`src/rtl/flop_pipe.sv`:
```
// flop_pipe: DEPTH-stage elastic register pipeline with bubble-collapsing
// backpressure, synchronous flush and a registered occupancy count.
`timescale 1ns/1ps
module flop_pipe #(
  parameter int WIDTH = 32,
  parameter int DEPTH = 2,
  parameter logic [WIDTH-1:0] RESET_VAL = '0
) (
  input  logic                       clk,
  input  logic                       rst_n,
  input  logic                       in_valid,
  output logic                       in_ready,
  input  logic [WIDTH-1:0]           in_data,
  output logic                       out_valid,
  input  logic                       out_ready,
  output logic [WIDTH-1:0]           out_data,
  input  logic                       flush,
  output logic [$clog2(DEPTH+1)-1:0] occupancy
);

  localparam int OW = $clog2(DEPTH+1);

  logic [WIDTH-1:0] data_q [DEPTH];
  logic [WIDTH-1:0] stage_src [DEPTH];
  logic [DEPTH-1:0] valid_q;
  logic [DEPTH-1:0] valid_d;
  logic [DEPTH-1:0] adv;
  logic [DEPTH-1:0] load;
  logic             head_room;
  logic             accept;
  logic [OW-1:0]    count_d;

  // Walk from the output back to stage 0; "room" means the stage ahead is
  // empty or is itself moving on this edge, so bubbles collapse in one cycle.
  always_comb begin
    logic room;
    logic a;
    adv  = '0;
    room = out_ready;
    a    = 1'b0;
    for (int i = DEPTH - 1; i >= 0; i--) begin
      a      = valid_q[i] & room;
      adv[i] = a;
      room   = ~valid_q[i] | a;
    end
    head_room = room;
  end

  assign in_ready = ~flush & head_room;
  assign accept   = in_valid & in_ready;

  always_comb begin
    stage_src[0] = in_data;
    for (int i = 1; i < DEPTH; i++) begin
      stage_src[i] = data_q[i-1];
    end
  end

  // Flush wins over everything: no loads, every valid bit drops.
  always_comb begin
    valid_d = valid_q;
    load    = '0;
    if (flush) begin
      valid_d = '0;
    end else begin
      for (int i = 0; i < DEPTH; i++) begin
        if (adv[i]) valid_d[i] = 1'b0;
      end
      for (int i = 1; i < DEPTH; i++) begin
        if (adv[i-1]) begin
          valid_d[i] = 1'b1;
          load[i]    = 1'b1;
        end
      end
      if (accept) begin
        valid_d[0] = 1'b1;
        load[0]    = 1'b1;
      end
    end
  end

  always_comb begin
    count_d = '0;
    for (int i = 0; i < DEPTH; i++) begin
      count_d = count_d + OW'(valid_d[i]);
    end
  end

  always_ff @(posedge clk or negedge rst_n) begin
    if (!rst_n) begin
      valid_q   <= '0;
      occupancy <= '0;
    end else begin
      valid_q   <= valid_d;
      occupancy <= count_d;
    end
  end

  // Data registers only move when loaded; valid bits alone carry meaning.
  always_ff @(posedge clk or negedge rst_n) begin
    if (!rst_n) begin
      for (int i = 0; i < DEPTH; i++) begin
        data_q[i] <= RESET_VAL;
      end
    end else begin
      for (int i = 0; i < DEPTH; i++) begin
        if (load[i]) data_q[i] <= stage_src[i];
      end
    end
  end

  assign out_valid = valid_q[DEPTH-1];
  assign out_data  = data_q[DEPTH-1];

endmodule
```
`config.mk`:
```
export PLATFORM = sky130hd
export DESIGN_NAME = flop_pipe
export DESIGN_NICKNAME = d
export VERILOG_FILES = /design/src/rtl/flop_pipe.sv
export SDC_FILE = /design/constraint.sdc
export NUM_CORES = 1
export LEC_CHECK = 0
export ABC_CLOCK_PERIOD_IN_PS = 3300
export BUFFER_PORTS_ARGS = -buffer_cell sky130_fd_sc_hd__buf_2
export CAP_MARGIN = 20
export CORE_ASPECT_RATIO = 0.8
export CORE_MARGIN = 5
export CORE_UTILIZATION = 57
export CTS_CLUSTER_SIZE = 14
export DETAILED_ROUTE_END_ITERATION = 7
export PLACE_DENSITY_LB_ADDON = 0.12
export SLEW_MARGIN = 40
export SYNTH_ARGS = -nofsm -noshare
export SYNTH_HDL_FRONTEND = slang
export SYNTH_SLANG_ARGS = --single-unit
```
`constraint.sdc`:
```
create_clock -name clk -period 3.3 [get_ports clk]
set_input_delay 0.165 -clock clk [delete_from_list [all_inputs] [get_ports clk]]
set_output_delay 0.165 -clock clk [all_outputs]
set_load 0.03 [all_outputs]
```
==> results.md <==
- Final WS setup: roughly 1400 ps
- PortBufs: roughly 70
- Max VDD drop: between 300 and 400 uV
- Vias/cell: ~4.9
- Vert. Die Dim: between 70 and 80 um
- Synth Area in XOR/XNOR: 0%
- Worst Tran Pin Value: 593 ps
- H-tree depth: 3
- Initial antenna violation count: 0
- FP Rows: 23
- Mapped Avg Cell Area: around 16 sq um
- Final Max Slew Viols: 0
- Largest net degree at the start of global routing: 46
- Total wire length: roughly 5000 um
- Worst Setup End Kind: flop
- Total power: 2.36 mW
- Number of nets in the layout: 267
- Main combinational cell family by area after synthesis: multiplexers
- Starting DRT DRC Count: 24
- Count of different cell masters after synthesis: 13
- Clock skew: between 6 and 7 ps
- Met3 routed WL: around 330 um
- Sequential fraction of the synthesis area: just under 60%
- Top FF cell, synth: dfrtp_1
- PwrDens: between 700 and 800 mW/mm^2
- I/O Pins: between 70 and 80
- CTS Buf Count: 9
- Most frequent cell after synthesis: dfrtp_1
- Top cell type's share of synthesized area: about three fifths
- Post-synthesis mux area share: 28.4%
- Fraction of layout instances using a drive strength above 1: approximately two thirds
- Period utilization: approximately 57%
- FF+latch area: ~0.0017 sq mm
- Relative slew slack: about three fifths
- Async set or reset register ratio after synthesis: between 90% and 100%
- Min Tclk post-route: around 1900 ps
- YS warnings: 0
- Post-Synth Adder-Cell Area: less than 1%
- Synth Cell Area: just under 0.003 sq mm
- Leak Pwr: 1.65 nW
- Vias in the first global route: between 1500 and 2000
- Area growth syn-to-layout: 10.9%
- Final ANT Viol Nets: 0
- CTS tree: yes
- Startpoint type of the worst setup path: flop
- # Max-Cap Violations: 0
- Sink Count: between 60 and 70
- M1 wire length: 2070 um
- CTS max path bufs: 2
- Fin. Hold Viols: 0
- WL/cell: between 15 and 20 um
- Crit path max-delay family: simple AND/OR/NAND/NOR gates
- Area of the multi-input gates: 910 sq um
- Final Instance Count excl. Fillers: roughly 300
- Int Pwr: 1.60 mW
- WP data arrival: 2090 ps
- Mapped Cells: 181
- Finished Core Util: about 65%
- Critical path required time: between 3000 and 4000 ps
- Unrepaired setup endpoints after global routing: no
- Critical path peak fanout: 32
- Clock-pin slew on the worst setup and hold paths: approximately 70 ps
- Area contributors post-synth: dfrtp_1 (58%), mux2_4 (15%), mux2_2 (13%)
- Detailed Place HPWL: approximately 3500 um
- Final setup viols: 0
- Fillers: 382
- Logic pwr share: between 20% and 30%
- P_sw: ~0.76 mW
- Setup WS pre-CTS: 1450 ps
- Slowest stage delay, CP: roughly 450 ps
- Top routing layer used: met4
- Global route overflow: 0
- Switching Share: 32.2%
- Status: finished clean
- Yosys reg bits: 68
- Post-synth top area cell: dfrtp_1
- GPL Wtd Cong: 0.762
- Initial core utilization: 58.5%
- # diodes: 0
- Clock power share: ~25%
- Overall Global Routing Usage: between 10% and 20%
- Setup CP Type: reg -> reg
- EDFF count, synth: 0
- CP max stage cell: or3b_2
- Placeable Area: about 0.0050 sq mm
- CP Cell Sequence: and3b_1, or3b_2, buf_4, mux2_4
- Root Buffer: clkbuf_8
- DRT Pass-1 Iters: 2
- Hold Path Class: in -> reg
- Die width: approximately 90 um
- Inst Count DP: roughly 280
- Via count: ~1500
- Commonest cells in the netlist: dfrtp_1 (68), mux2_2 (34), buf_4 (32)
- Setup TNS: 0 ps
- Mapped Nets: ~220
- DRC Markers: 0
- Met2 wire len: between 2000 and 2500 um
- Crit path buf inv count: 1
- First-pass GRT wire length: around 8400 um
- Sequential power share: roughly 47%
- Die area: 0.00669 sq mm
- Worst-skew pair later-pin latency: about 330 ps
- Max Clock Freq: approximately 0.53 GHz
- Postcts setup bufs: 0
- Synth Area in Compound Gates: 0%
- Synth Area in Simple Gates: under 10%
[layout make-up]
class	instances	share of cell area, %
Clock buffer	13	4.89
Clock inverter	2	0.308
Multi-Input combinational cell	74	28.0
Sequential cell	68	52.3
Tap cell	62	2.39
Timing Repair Buffer	76	12.1
[what timing repair did]
item                                   in CTS  in global routing
hold buffers                                1                  0
gates resized for setup                     0                  0
endpoints found under the hold margin      23                  0
[registers in the layout, indices dropped and copies added (netlist names)]
| register | cells |
|---|---|
| data_q | 32 |
| occupancy | 2 |
| out_data | 32 |
| valid_q | 2 |
[routing by layer]
| metal | track usage (%) | vias up |
|---|---|---|
| li1 | - | 674 |
| met4 | 4.96 | 0 |
| met3 | 7.68 | 2 |
| met1 | 19.2 | 735 |
| met2 | 27.4 | 47 |
| met5 | 0 | - |
[cells in the final DEF, fill, tap and decap left out]
master,instances
buf_2,72
dfrtp_1,68
mux2_2,34
mux2_4,30
clkbuf_8,11
nor2_1,5
buf_4,3
clkbuf_1,2
clkinv_2,2
and3b_1,1
and2b_2,1
or3b_2,1
nor3b_4,1
ha_1,1
dlygate4sd3_1,1
[final timing paths]
path                       depth (start not counted)          from  slack (ps)           end
hold reg to reg                                    1  out_data[13]         500  out_data[13]
max in group asynchronous                          3         rst_n        2020    data_q[41]
hold / removal                                     2   in_data[15]          60    data_q[47]
setup / recovery                                   4    valid_q[1]        1420    data_q[48]
min in group asynchronous                          2         rst_n         330  occupancy[1]
setup reg to reg                                   4    valid_q[1]        1420    data_q[48]
[cells by family after synthesis]
kind of cell             count (synthesis)
flip-flops                              68
buffers and inverters                   39
adder cells (fa/ha/maj)                  1
multiplexers                            64
AND/OR/NAND/NOR                          9
[metrics by stage]
stage | cell area [sq um] | hold slack, ps
after floorplan | 2930 | -131
after global placement | 3070 | 152
after detailed placement | 3070 | 168
after CTS | 3250 | 43.6
after global routing | 3250 | 34.2
final | 3250 | 61.3
[power groups by stage]
| stage | clock, mW | combinational, mW | sequential (mW) |
|---|---|---|---|
| finish | 0.585 | 0.665 | 1.11 |
| global route | 0.642 | 0.710 | 1.13 |
| CTS | 0.602 | 0.677 | 1.11 |
| detailed placement | 0 | 0.675 | 1.12 |
| global placement | 0 | 0.659 | 1.11 |
| floorplan | 0 | 0.657 | 1.10 |
No activity file was read; power rests on OpenSTA's default activity.
